==> src/rtl/mul_fxp_pkg.sv <==
// Shared types and helpers for the fixed-point multiplier family.
// Holds the FSM encoding, rounding modes and a sign-magnitude helper.
package mul_fxp_pkg;

  typedef enum logic [1:0] {
    IDLE = 2'd0,
    CALC = 2'd1,
    OUT  = 2'd2
  } state_e;

  localparam logic RND_TRUNC   = 1'b0;
  localparam logic RND_HALF_UP = 1'b1;

  localparam int MAG_W = 64;

  // Callers sign-extend into MAG_W and cast the result back down.
  function automatic logic [MAG_W-1:0] abs_mag(
    input logic signed [MAG_W-1:0] v
  );
    logic [MAG_W-1:0] r;
    r = v[MAG_W-1] ? MAG_W'(-v) : MAG_W'(v);
    return r;
  endfunction

endpackage

==> src/rtl/mul_fxp_round_sat.sv <==
// Magnitude rounding, sign application and saturation of a product.
// Purely combinational so an accumulator can feed it directly.
module mul_fxp_round_sat
  import mul_fxp_pkg::*;
#(
  parameter int DATA_W = 16,
  parameter int FRAC_W = 13
) (
  input  logic [2*DATA_W-1:0] acc,
  input  logic                sign,
  input  logic                rnd,
  output logic [DATA_W-1:0]   product,
  output logic                ovf
);

  localparam int AW = 2 * DATA_W;

  localparam logic [AW-1:0] MAXP =
    {{(DATA_W+1){1'b0}}, {(DATA_W-1){1'b1}}};
  localparam logic [AW-1:0] MAXN =
    AW'(1) << (DATA_W - 1);

  logic [AW-1:0]     sum;
  logic [AW-1:0]     mag;
  logic [DATA_W-1:0] mag_lo;

  if (FRAC_W > 0) begin : g_rnd
    localparam logic [AW-1:0] HALF =
      AW'(1) << (FRAC_W - 1);
    assign sum = acc + ((rnd == RND_HALF_UP) ? HALF : '0);
  end else begin : g_nornd
    assign sum = acc;
  end

  assign mag    = sum >> FRAC_W;
  assign mag_lo = mag[DATA_W-1:0];

  always_comb begin
    product = '0;
    ovf     = 1'b0;
    if (!sign) begin
      if (mag > MAXP) begin
        product = {1'b0, {(DATA_W-1){1'b1}}};
        ovf     = 1'b1;
      end else begin
        product = mag_lo;
      end
    end else begin
      if (mag > MAXN) begin
        product = {1'b1, {(DATA_W-1){1'b0}}};
        ovf     = 1'b1;
      end else begin
        product = -mag_lo;
      end
    end
  end

endmodule

==> src/rtl/mul_fxp_seq.sv <==
// Signed fixed-point digit-serial multiplier with valid/ready on both
// sides; terminates as soon as the remaining multiplier is zero.
module mul_fxp_seq
  import mul_fxp_pkg::*;
#(
  parameter int DATA_W  = 16,
  parameter int FRAC_W  = 13,
  parameter int DIGIT_W = 5
) (
  input  logic              I_CLK,
  input  logic              I_RST_N,
  input  logic              I_VLD,
  output logic              O_RDY,
  input  logic [DATA_W-1:0] I_M1,
  input  logic [DATA_W-1:0] I_M2,
  input  logic              I_RND,
  output logic              O_VLD,
  input  logic              I_RDY,
  output logic [DATA_W-1:0] O_PRODUCT,
  output logic              O_OVF
);

  localparam int AW = 2 * DATA_W;

  state_e            state_q, state_d;
  logic [AW-1:0]     mcand_q, mcand_d;
  logic [DATA_W-1:0] mplier_q, mplier_d;
  logic [AW-1:0]     acc_q, acc_d;
  logic              sign_q, sign_d;
  logic              rnd_q, rnd_d;
  logic [DATA_W-1:0] prod_q, prod_d;
  logic              ovf_q, ovf_d;

  logic [AW-1:0]     digit;
  logic [DATA_W-1:0] rs_prod;
  logic              rs_ovf;

  assign digit = AW'(mplier_q[DIGIT_W-1:0]);

  mul_fxp_round_sat #(
    .DATA_W (DATA_W),
    .FRAC_W (FRAC_W)
  ) u_round_sat (
    .acc     (acc_q),
    .sign    (sign_q),
    .rnd     (rnd_q),
    .product (rs_prod),
    .ovf     (rs_ovf)
  );

  always_comb begin
    state_d  = state_q;
    mcand_d  = mcand_q;
    mplier_d = mplier_q;
    acc_d    = acc_q;
    sign_d   = sign_q;
    rnd_d    = rnd_q;
    prod_d   = prod_q;
    ovf_d    = ovf_q;
    unique case (state_q)
      IDLE: begin
        if (I_VLD) begin
          mcand_d  = AW'(abs_mag(MAG_W'($signed(I_M1))));
          mplier_d = DATA_W'(abs_mag(MAG_W'($signed(I_M2))));
          sign_d   = I_M1[DATA_W-1] ^ I_M2[DATA_W-1];
          rnd_d    = I_RND;
          acc_d    = '0;
          state_d  = CALC;
        end
      end
      CALC: begin
        if (mplier_q == '0) begin
          prod_d  = rs_prod;
          ovf_d   = rs_ovf;
          state_d = OUT;
        end else begin
          acc_d    = acc_q + mcand_q * digit;
          mcand_d  = mcand_q << DIGIT_W;
          mplier_d = mplier_q >> DIGIT_W;
        end
      end
      OUT: begin
        if (I_RDY) begin
          prod_d  = '0;
          ovf_d   = 1'b0;
          state_d = IDLE;
        end
      end
      default: state_d = IDLE;
    endcase
  end

  always_ff @(posedge I_CLK or negedge I_RST_N) begin
    if (!I_RST_N) begin
      state_q  <= IDLE;
      mcand_q  <= '0;
      mplier_q <= '0;
      acc_q    <= '0;
      sign_q   <= 1'b0;
      rnd_q    <= RND_TRUNC;
      prod_q   <= '0;
      ovf_q    <= 1'b0;
    end else begin
      state_q  <= state_d;
      mcand_q  <= mcand_d;
      mplier_q <= mplier_d;
      acc_q    <= acc_d;
      sign_q   <= sign_d;
      rnd_q    <= rnd_d;
      prod_q   <= prod_d;
      ovf_q    <= ovf_d;
    end
  end

  assign O_RDY     = (state_q == IDLE);
  assign O_VLD     = (state_q == OUT);
  assign O_PRODUCT = prod_q;
  assign O_OVF     = ovf_q;

endmodule
==> config.mk <==
export PLATFORM = sky130hd
export DESIGN_NAME = mul_fxp_seq
export DESIGN_NICKNAME = d
export VERILOG_FILES = /design/src/rtl/mul_fxp_pkg.sv /design/src/rtl/mul_fxp_round_sat.sv /design/src/rtl/mul_fxp_seq.sv
export SDC_FILE = /design/constraint.sdc
export NUM_CORES = 1
export LEC_CHECK = 0
export CORE_ASPECT_RATIO = 0.75
export CORE_MARGIN = 2
export CORE_UTILIZATION = 23
export DETAILED_ROUTE_END_ITERATION = 7
export SLEW_MARGIN = 20
export SYNTH_ARGS = -nofsm -noshare
export SYNTH_HDL_FRONTEND = slang
export SYNTH_SLANG_ARGS = --single-unit
export TNS_END_PERCENT = 50
==> constraint.sdc <==
create_clock -name I_CLK -period 6.4 [get_ports I_CLK]
set_input_delay 1.28 -clock I_CLK [delete_from_list [all_inputs] [get_ports I_CLK]]
set_output_delay 1.28 -clock I_CLK [all_outputs]
set_load 0.05 [all_outputs]
; ---- After elaboration in Yosys (flattened, before gate mapping)
; Cells that the tools add are included.
[word_totals]
regBits = 101
out_inout_bits = 19
elab_cells = 59
[op_classes]
n_addsub = 5
multipliers = 1
order_cmp = 2
eq_ne = 6
n_mux = 28
bitwise = 1
n_reduce_logical = 8
[ops]
columns = cell, n
row1 = two-way mux 32 bit, 5
row2 = two-way mux 16 bit, 8
row3 = case mux 32 bit (2 select lines), 2
row4 = adder 32 bit, 2
row5 = case mux 16 bit (2 select lines), 2
row6 = multiplier 32 x 5 -> 32 bit, 1
row7 = negation 16 bit, 2
row8 = negation 16 -> 32 bit, 1
row9 = "> comparator 19 x 15 -> 1 bit, second input constant", 1
row10 = "> comparator 19 x 16 -> 1 bit, second input constant", 1
row11 = logical NOT 16 bit, 1
row12 = two-way mux 13 bit, 1
row13 = AND reduction 3 bit, 3
row14 = two-way mux 2 bit, 3
row15 = "!= test 2 bit, second input constant", 3
row16 = case mux 2 bit (3 select lines), 1
row17 = two-way mux 1 bit, 5
row18 = nonzero test 2 bit, 2
row19 = "== test 2 x 1 -> 1 bit, second input constant", 1
row20 = "== test 2 bit, second input constant", 1
row21 = logical NOT 2 bit, 1
row22 = "!= test 2 x 1 -> 1 bit, second input constant", 1
row23 = case mux 1 bit (2 select lines), 1
row24 = AND reduction 2 bit, 1
row25 = bitwise XOR 1 bit, 1

; ---- Depth between registers and ports, before layout
; Gate-level depths: netlist of the first run.
[depth]
depth_word = 7
ltp_mapped = 18
mapped_depth_nobuf = 16

; ---- Hierarchy
; From an unflattened synthesis of the first run, not the netlist that was laid out.
[hier_totals]
hier_cells = 1357
area_unflattened_um2 = 11280.8
[modules_own_cells]
columns = module, instances, cells_per_inst, area_per_inst_um2, seq_area_each_um2
row1 = mul_fxp_seq, 1, 1167, 10039.6, 2527.4
row2 = mul_fxp_round_sat, 1, 190, 1241.2, 0.0

; ---- Worst setup path before layout of the first run
; No wires, ideal clock.
[synth_timing]
kind = flip-flop to flip-flop
from = reg mplier_q[4]
to = reg acc_q[24]
setup_ns = 0.130
arrival_ns = 4.555
t_required_ns = 6.270
setup_slack_ns = 1.715
path_stages_with_launch = 17
path_buffers = 2
path_cell_list = dfrtp_1 > clkbuf_1 > clkbuf_1 > nand2_1 > fa_1 > fa_1 > fa_1 > inv_1 > ha_1 > nor2b_1 > o31a_1 > o32a_1 > a31o_1 > a211o_1 > o31ai_1 > xor2_1 > o21ai_1
[synth_between]
elab_chain_cells = 4
elab_cells_between_ends = 7
[synth_lines]
columns = item, line_no
row1 = start: declaration, mul_fxp_seq.sv:27  ; logic [DATA_W-1:0] mplier_q, mplier_d;
row2 = start signal: assignment, mul_fxp_seq.sv:106  ; mplier_q <= mplier_d;
row3 = multiplier 32 x 5 -> 32 bit, mul_fxp_seq.sv:77  ; acc_d = acc_q + mcand_q * digit;
row4 = adder 32 bit, mul_fxp_seq.sv:77
row5 = two-way mux 32 bit, mul_fxp_seq.sv:72  ; if (mplier_q == '0) begin
row6 = case mux 32 bit (2 select lines), mul_fxp_seq.sv:60  ; unique case (state_q)
row7 = end signal: assignment, mul_fxp_seq.sv:98  ; acc_q <= '0;
row8 = end signal: assignment, mul_fxp_seq.sv:107  ; acc_q <= acc_d;
row9 = end: declaration, mul_fxp_seq.sv:28  ; logic [AW-1:0] acc_q, acc_d;
; Parallel ways exist; a longest one is shown, timed or not. The select of a mux whose other input is x is not followed.
; A chain may end at the register's enable or synchronous reset.

; ---- Final worst setup path of the first run
[layout_timing]
from = reg mplier_q[1]
to = reg acc_q[24]
; The elaborated chain is that of the path after synthesis.

==> impl_metrics.yaml, run 1 <==
clock_tree:
  postCtsSetupBuffers: 0
  cts_resized: 0
  clkLatencyLatePin_ns: 0.37
  cts_tree: "done"
  clkSlewWorstSetupHoldPaths_ns: 0.07
  htreeDepth: 3
  cts_hold_buf: 0
  cts_root_buf: "clkbuf_16"
  clock_sinks: 101
  cts_buffers: 9
  clk_path_buf_depth: 2
worst_setup_path:
  critPathBufInv: 3
  path_delay_family: "adder cells"
  cpMaxStageDelayCell: "dfrtp_1"
  cp-end-kind: "register"
  arrival_ns: 5.55
  cp-start-kind: "register"
  cpPeakStageDelay_ns: 1.06
  crit_type: "reg -> reg"
  cp_data_required_time_ns: 6.65
  path_cells: "nand2_1 > fa_1 > inv_1 > fa_1 > inv_1 > fa_1 > inv_1 > ha_1 > o21a_1 > o31a_1 > o32a_1 > a31o_1 > a211o_1 > o31ai_1 > xor2_1 > o21ai_1"
  cp_max_fo: 33
finish:
  finish.net_count: 1482
  syn2layout_area_growth_pct: 13.3
  drive_gt1_share_pct: 4.32
  nFillCells: 5105
  diodes: 0
  stdcell_area_um2: 12400
  register_area_um2: 2530
  multi_input_area_um2: 7550
  final_util_pct: 26.3
timing:
  setup_viol_count_final: 0
  finalClockSkew_ns: 0.0109
  min_period_ns: 5.31
  timing.final.crit_share_pct: 82.9
  hold_viol: 0
  slew_viol_final: 0
  whs_ns: 0.498
  slew_headroom_pct: 28.3
  tightest_slew_ns: 1.08
  rsz0062_at_grt: "no"
  fmax_mhz: 188
  fin_setup_tns_ns: 0
power_and_ir_drop:
  fin_total_pwr_mw: 6.69
  ir_drop_uv: 271
  cellPowerDensity_nw_per_um2: 538
  power.leakage_nw: 5.52
yosys:
  netlist.area_leader.share_pct: 23.0
  synth_edf_count: 0
  synth.area.mux_share_pct: 0.650
  syn_inst: 1276
  synthTopCellsByArea: "dfrtp_1 23%, fa_1 21%, and2_1 6.6%, inv_1 6.1%, nand2_1 5.2%"
  ys_warn_count: 0
  synth.most_common_cell: "inv_1"
  synth-compound-area-share_pct: 13.0
  syn-num-nets: 1466
  yosys_most_used_dff: "dfrtp_1"
  yosysSeqAreaShare_pct: 23.0
  synth_fa_ha_area_share_pct: 25.2
  synth_xor_area_share_pct: 6.85
  yosys.area_share.simple_pct: 23.1
  avgSynthCellArea_um2: 8.60
  syn_area_um2: 11000
  ys_top_cells_by_count: "179 x inv_1, 152 x nand2_1, 115 x and2_1, 113 x fa_1, 101 x dfrtp_1"
  synth.distinct_cells: 79
  post-synth-top-area-cell: "dfrtp_1"
  synth_top_family_by_area: "adder cells"
  ys_async_sr_fraction_pct: 100
  ys_ff_latch: 101
global_route:
  grt_use_total_pct: 11.6
  antenna_found_initial: 0
  grt_max_degree: 68
  overflow: 0
  grt_pass1_wl_um: 46900
  grt_pass1_vias: 8712
status:
  status: "completed"
drt:
  drc: 0
  vias_per_cell: 4.49
  ant_nets: 0
  vias: 8702
  drt_wl_total_um: 27800
  drtIter0Drc: 587
  first_pass_iters: 5
  routedWlPerCell_um: 14.4
flow_run:
  maxCapViolCount: 0
worst_hold_path:
  hp-class: "reg -> reg"
placed_design:
  dpl-instance-area_um2: 12200
  port_buffers: 55
  place_congestion: 0.830
  hpwl_um: 21500
die:
  start_util_pct: 23.2
  io_pins: 56
  dieArea_um2: 49500
  rows: 69
  fp.dieW_um: 256
  die-height_um: 193
  coreArea_um2: 47200
worst paths after layout:
path	from	endpoint	slack, ns	depth (start not counted)
max	mplier_q[1]	acc_q[24]	1.09	16
min	O_PRODUCT[15]	O_PRODUCT[15]	0.50	2
max reg2reg	mplier_q[1]	acc_q[24]	1.09	16
min reg2reg	O_PRODUCT[15]	O_PRODUCT[15]	0.50	2
max in group asynchronous	I_RST_N	mplier_q[0]	4.30	2
min in group asynchronous	I_RST_N	acc_q[24]	1.03	1
through the flow:
stage	cells	setup WS [ns]
2_1_floorplan	1276	1.71
3_3_place_gp	1920	1.18
3_5_place_dp	1920	1.08
4_1_cts	1936	1.07
5_1_grt	1936	0.757
6_report	1936	1.09
cells in the final DEF, fill, tap and decap left out, types with 5 or more instances in the layout:
cell / instances
nor2_1: 34
o21ai_1: 11
a21oi_1: 40
xnor2_1: 39
or3_1: 12
xor2_1: 45
clkdlybuf4s50_1: 54
o21a_1: 5
ha_1: 40
a21o_1: 16
or4_1: 5
buf_4: 8
nand4_1: 14
dfrtp_1: 100
and2_1: 116
inv_1: 179
nand3b_1: 5
o31ai_1: 12
a22oi_1: 9
nor2b_1: 6
nand3_1: 61
and3_1: 5
clkbuf_16: 9
o21ai_0: 72
o41ai_1: 5
a32o_1: 10
nand2_1: 150
nor3_1: 22
nand2b_1: 9
mux2i_1: 6
fa_1: 113
nor4_1: 7
tightest hold or removal path: stages, from the launching register on:
cell and delay, ns:
dfrtp_1 0.35, nand2_1 0.05, o31ai_1 0.06
area by class of cell:
class / instances / share of cell area (%)
multi-input combinational: 939 / 60.7
sequential: 101 / 20.3
tap: 639 / 6.43
inverter: 179 / 5.40
timing repair buffer: 62 / 4.83
clock buffer: 10 / 1.84
clock inverter: 6 / 0.423
power by group:
group / leakage (nW) / switching [mW] / total [mW] / internal [mW]
sequential: 1.29 / 0.523 / 1.45 / 0.929
combinational: 4.09 / 2.85 / 4.70 / 1.85
clock: 0.132 / 0.268 / 0.538 / 0.270
metal layers:
| layer | global-route usage (%) | wire length [um] | vias to the layer above |
|---|---|---|---|
| li1 | - | - | 4220 |
| met3 | 2.37 | 1570 | 17 |
| met4 | 2.09 | 238 | 0 |
| met1 | 18.1 | 14900 | 4237 |
| met5 | 0 | 0 | - |
| met2 | 16.5 | 11100 | 228 |
state kept, by name (all words and copies together) (netlist names):
name	count
acc_q	32
mcand_q	32
O_PRODUCT	16
mplier_q	16
state_q	2
O_OVF	1
rnd_q	1
sign_q	1
cells by family (layout without fill, tap and decap cells):
| kind of cell | after synthesis | in the layout |
|---|---|---|
| XOR/XNOR | 85 | 85 |
| adder cells (fa/ha/maj) | 153 | 153 |
| AND/OR/NAND/NOR | 475 | 475 |
| flip-flops | 101 | 101 |
| buffers and inverters | 236 | 257 |
| AO/OA/AOI/OAI | 219 | 219 |
| multiplexers | 7 | 7 |
(Power assumes the default switching activity.)
==> run 2, diff against run 1 <==
Clock period 6.4 ns to 4.32 ns, I/O delays scaled along.
==> impl_metrics.yaml, run 2 (same netlist as run 1, synthesis figures left out) <==
finish:
  nFillCells: 5001
  final_common_cell: "inv_1"
  layout_common_cells: "173 x inv_1, 148 x nand2_1, 111 x fa_1, 108 x and2_1, 108 x buf_4"
  drive_gt1_share_pct: 16.6
  finish.net_count: 1593
  syn2layout_area_growth_pct: 25.4
  diodes: 0
  reg_top3: "acc_q: 32 flops, mcand_q: 32 flops"
placed_design:
  port_buffers: 55
  place_congestion: 0.836
  hpwl_um: 23200
  pre_cts_slack_ns: -0.336
clock_tree:
  clkSlewWorstSetupHoldPaths_ns: 0.07
  cts_buffers: 9
  cts_hold_buf: 0
  clock_sinks: 101
  cts_tree: "done"
  clk_path_buf_depth: 2
  htreeDepth: 3
  clkLatencyLatePin_ns: 0.37
  cts_root_buf: "clkbuf_16"
timing:
  finalClockSkew_ns: 0.0150
  fmax_mhz: 226
  min_period_ns: 4.42
  whs_ns: 0.497
  slew_viol_final: 0
  timing.final.crit_share_pct: 102
  fin_ws_ns: -0.104
  hold_viol: 0
  slew_headroom_pct: 41.0
  tightest_slew_ns: 0.882
  rsz0062_at_grt: "yes"
  setup_viol_count_final: 7
die:
  fp.dieW_um: 256
  coreArea_um2: 47200
  die-height_um: 193
  io_pins: 56
  start_util_pct: 23.2
  rows: 69
  dieArea_um2: 49500
worst_setup_path:
  cp-end-kind: "register"
  cp_max_fo: 7
  cp-start-kind: "register"
  crit_type: "reg -> reg"
  cp_data_required_time_ns: 4.54
  arrival_ns: 4.64
flow_run:
  maxCapViolCount: 0
power_and_ir_drop:
  power.leakage_nw: 6.12
  switchingPower_mw: 6.02
  p_seq_share_pct: 16.3
  intPower_mw: 5.87
  ir_drop_uv: 451
  cellPowerDensity_nw_per_um2: 864
  pwr-share-clk_pct: 7.5
  switching_share_pct: 50.6
  p_comb_share_pct: 76.2
status:
  status: "complete, but fails checks"
  violations: "setup timing"
drt:
  vias_per_cell: 4.39
  drtIter0Drc: 600
  drt_wl_total_um: 29900
  first_pass_iters: 5
  routedWlPerCell_um: 14.6
  ant_nets: 0
  drc: 0
  vias: 8980
global_route:
  grt_pass1_wl_um: 50000
  grt_max_degree: 57
  overflow: 0
  antenna_found_initial: 1
  grt_use_total_pct: 12.5
  grt_pass1_vias: 9224
worst_hold_path:
  hp-class: "reg -> reg"
## run 2: cell types whose count changed in the layout (fill, tap and decap cells not counted), moves of 6 or more
cell,change
dfrtp_2,+6
inv_2,+6
inv_1,-6
ha_4,+13
a21oi_2,+6
buf_6,+9
ha_1,-16
buf_4,+100
dfrtp_1,-6
and2_4,+8
a21oi_1,-7
and2_1,-8
## run 2: worst paths after layout
check	startpoint	to	slack (ns)	cells after the start
worst max-delay path	mplier_q[4]	acc_q[24]	-0.10	15
worst min-delay path	O_PRODUCT[14]	O_PRODUCT[14]	0.50	2
worst max register to register	mplier_q[4]	acc_q[24]	-0.10	15
worst min register to register	O_PRODUCT[14]	O_PRODUCT[14]	0.50	2
max in group asynchronous	I_RST_N	mplier_q[2]	2.87	2
min in group asynchronous	I_RST_N	acc_q[7]	0.59	1
## run 2: power by group through the flow
stage	registers (mW)	clock network, mW	logic, mW
floorplan	1.96	0	5.49
global placement	1.94	0	8.01
detailed placement	1.96	0	8.15
CTS	1.94	0.917	8.52
global route	2.02	0.967	10.1
finish	1.94	0.890	9.06
## run 2: layer usage
metal / vias to the layer above / wire length (um) / track usage, %
met1: 4366 / 16100 / 18.8
met3: 23 / 1380 / 2.90
met5: - / 13 / 0
met4: 2 / 302 / 2.50
met2: 155 / 12100 / 18.0
li1: 4434 / - / -
## run 2: layout make-up
class / count / area, um2 / area share (%)
clock inverters: 5 / 82.6 / 0.600
inverters: 179 / 672 / 4.88
flip-flops and latches: 101 / 2540 / 18.4
multi-input cells: 939 / 7950 / 57.7
well taps: 639 / 800 / 5.81
repair buffers: 173 / 1490 / 10.8
clock buffers: 10 / 239 / 1.74
## run 2: what timing repair did
action,in CTS,in global routing
gates resized for setup,42,47
pin swaps,27,31
setup endpoints to repair,16,19
hold endpoints to repair,0,0
buffers inserted,11,10
## run 2: worst max-delay path, stage by stage, from the launching register on
cell and delay [ns]:
dfrtp_2 0.46, and2_4 0.16, fa_1 0.50, fa_1 0.54, inv_1 0.05, fa_1 0.50, inv_2 0.05, ha_4 0.24
o21a_1 0.16, o31a_1 0.13, o32a_1 0.39, a31o_1 0.25, a211o_4 0.39, o31ai_4 0.19, xor2_1 0.18, o21ai_1 0.07
## run 2: through the flow
| step | util, % | instances | setup TNS (ns) | cell area, um2 | power [mW] |
|---|---|---|---|---|---|
| after global routing | 29.2 | 2046 | -2.14 | 13800 | 13.1 |
| after CTS | 28.5 | 2036 | -0.564 | 13500 | 11.4 |
| after floorplan | - | 1276 | 0 | 11100 | 7.45 |
| after detailed placement | 27.3 | 2010 | -3.53 | 12900 | 10.1 |
| after global placement | 27.3 | 2010 | -1.81 | 12900 | 9.95 |
| final | 29.2 | 2046 | -0.368 | 13800 | 11.9 |
==> run 3, diff against run 2 <==
Settings changed: SYNTH_HIERARCHICAL from default to 1.
==> impl_metrics.yaml, run 3 <==
yosys:
  synth.distinct_cells: 82
  synth_fa_ha_area_share_pct: 24.4
  synth.most_common_cell: "inv_1"
  post-synth-top-area-cell: "dfrtp_1"
  synth_top_family_by_area: "adder cells"
  synth.area.mux_share_pct: 0.821
  synth-compound-area-share_pct: 15.6
  ys_ff_latch: 101
  yosys.area_share.simple_pct: 23.5
  synthTopCellsByArea: "dfrtp_1 22%, fa_1 20%, and2_1 6.5%, inv_1 5.9%, nand2_1 5.9%"
  ys_top_cells_by_count: "178 x inv_1, 176 x nand2_1, 117 x and2_1, 113 x fa_1, 101 x dfrtp_1"
  yosys_most_used_dff: "dfrtp_1"
  yosysSeqAreaShare_pct: 22.4
  ys_async_sr_fraction_pct: 100
  syn_inst: 1357
  syn-num-nets: 1546
  syn_area_um2: 11300
  synth_xor_area_share_pct: 5.20
  netlist.area_leader.share_pct: 22.4
  ys_warn_count: 6
  synth_edf_count: 0
  avgSynthCellArea_um2: 8.31
worst_setup_path:
  crit_type: "reg -> reg"
  cp-start-kind: "register"
  cpPeakStageDelay_ns: 0.53
  path_delay_family: "adder cells"
  rr_endpoint: "acc_q[30]"
  worstReg2RegStart: "mplier_q[3]"
  cpMaxStageDelayCell: "fa_1"
  crit_top_cell: "fa_1"
  cp_data_required_time_ns: 4.57
  cp-end-kind: "register"
  rr_worst_depth: 18
  cp_max_fo: 16
  rrSetupSlack_ns: -0.10
  arrival_ns: 4.67
  path_cells: "buf_12 > buf_4 > and2_1 > fa_1 > fa_1 > inv_2 > fa_1 > inv_1 > ha_4 > o21a_1 > nor2_1 > a311oi_4 > o311ai_4 > buf_6 > buf_4 > o311ai_4 > mux2i_1 > o21ai_1"
  critPathBufInv: 6
timing:
  slew_headroom_pct: 48.3
  hold_viol: 0
  whs_ns: 0.487
  slew_viol_final: 0
  min_period_ns: 4.42
  fin_ws_ns: -0.102
  setup_viol_count_final: 3
  fmax_mhz: 226
  fin_setup_tns_ns: -0.174
  timing.final.crit_share_pct: 102
  rsz0062_at_grt: "yes"
  tightest_slew_ns: 0.773
  finalClockSkew_ns: 0.0138
drt:
  drc: 0
  vias_per_cell: 4.57
  first_pass_iters: 5
  drt_wl_total_um: 31100
  vias: 9739
  routedWlPerCell_um: 14.6
  drtIter0Drc: 489
  ant_nets: 0
finish:
  final_common_cell: "nand2_1"
  fin_cells: 2131
  reg_top3: "acc_q: 32 flops, mcand_q: 32 flops"
  drive_gt1_share_pct: 15.2
  finish.net_count: 1667
  stdcell_area_um2: 14200
  nFillCells: 5110
  diodes: 0
  layout_common_cells: "173 x nand2_1, 172 x inv_1, 117 x and2_1, 111 x fa_1, 110 x buf_4"
  syn2layout_area_growth_pct: 25.9
global_route:
  gr-max-usage-layer: "met2"
  use_met1_pct: 18.2
  use_met3_pct: 1.81
  grt_pass1_vias: 9770
  grt_pass1_wl_um: 51100
  grt_use_total_pct: 12.3
  grt_max_degree: 50
  overflow: 0
  met2_usage_pct: 18.8
  antenna_found_initial: 0
worst_hold_path:
  hp-class: "reg -> reg"
  hold_depth: 2
  hold_start: "O_PRODUCT[1]"
  min_to: "O_PRODUCT[1]"
placed_design:
  dpl-instance-area_um2: 13300
  place_congestion: 0.869
  dp_cells: 2099
  hpwl_um: 24300
  port_buffers: 55
clock_tree:
  clock_sinks: 101
  cts_buffers: 9
  cts_tree: "done"
  cts_hold_buf: 0
  clkSlewWorstSetupHoldPaths_ns: 0.07
  cts_root_buf: "clkbuf_16"
  htreeDepth: 3
  clk_path_buf_depth: 2
  clkLatencyLatePin_ns: 0.37
die:
  fp.dieW_um: 260
  rows: 70
  die-height_um: 196
  io_pins: 56
  coreArea_um2: 48600
  start_util_pct: 23.2
  dieArea_um2: 50900
status:
  status: "complete, but fails checks"
  violations: "setup timing"
flow_run:
  maxCapViolCount: 0
[run 3: cell count changes after synthesis, sizes merged, moves of 7 or more]
| cell | change |
|---|---|
| a211oi | +8 |
| a21oi | +12 |
| a32o | -9 |
| clkbuf | +8 |
| nand2 | +25 |
| nand3 | +15 |
| nand4 | -8 |
| nor2 | +16 |
| nor3 | -12 |
| o21ai | +9 |
| o31ai | +7 |
| xor2 | -12 |
[run 3: timing repair]
| item | 4_1_cts | 5_1_grt |
|---|---|---|
| pin swaps | 15 | 38 |
| setup buffers | 6 | 11 |
| gates cloned | 0 | 1 |
| resized for setup | 28 | 58 |
| setup endpoints to repair | 13 | 17 |
[run 3: routing by layer]
metal / wire, um / vias up
li1: - / 4736
met1: 16000 / 4737
met2: 13300 / 233
met3: 1310 / 33
met4: 496 / 0
met5: 0 / -
[run 3: logic make-up after synthesis]
group / after synthesis
compound gates: 267
fa+ha+maj: 152
simple gates: 519
flops: 101
xor+xnor: 67
mux: 9
buf+inv: 242
[run 3: worst max-delay path by stage]
stage	startpoint	cells past startpoint	endpoint	slack, ns
4_1_cts	mplier_q[4]	17	acc_q[30]	-0.11
6_report	mplier_q[3]	18	acc_q[30]	-0.10
2_1_floorplan	mplier_q[4]	16	acc_q[28]	0.001
3_5_place_dp	mplier_q[4]	15	acc_q[28]	-0.20
5_1_grt	mplier_q[3]	18	acc_q[30]	-0.29
3_3_place_gp	mplier_q[4]	15	acc_q[25]	-0.17
[run 3: worst reg2reg max path, stage by stage (launching register included)]
cell      delay, ns
dfrtp_1        0.41
buf_12         0.16
buf_4          0.15
and2_1         0.15
fa_1           0.49
fa_1           0.51
inv_2          0.04
fa_1           0.53
inv_1          0.07
ha_4           0.29
o21a_1         0.14
nor2_1         0.07
a311oi_4       0.34
o311ai_4       0.13
buf_6          0.15
buf_4          0.14
o311ai_4       0.25
mux2i_1        0.21
o21ai_1        0.07
[run 3: metrics by stage]
step / worst slack, ns / util (%)
after CTS: -0.106 / 28.4
after global routing: -0.292 / 29.2
after detailed placement: -0.199 / 27.3
after global placement: -0.168 / 27.3
after floorplan: 0.00120 / -
final: -0.102 / 29.2
[run 3: area by class of cell]
type | count | area [um2] | area share, %
tap | 648 | 811 | 5.71
multi-input combinational | 1014 | 8320 | 58.6
timing repair buffer | 174 | 1550 | 10.9
clock inverter | 6 | 95.1 | 0.669
inverter | 178 | 668 | 4.70
sequential | 101 | 2530 | 17.8
clock buffer | 10 | 239 | 1.68
Power of run 3 is left out: the tool's default activity adds up to more than one toggle a clock period on the data nets, which glitch-free logic cannot reach.
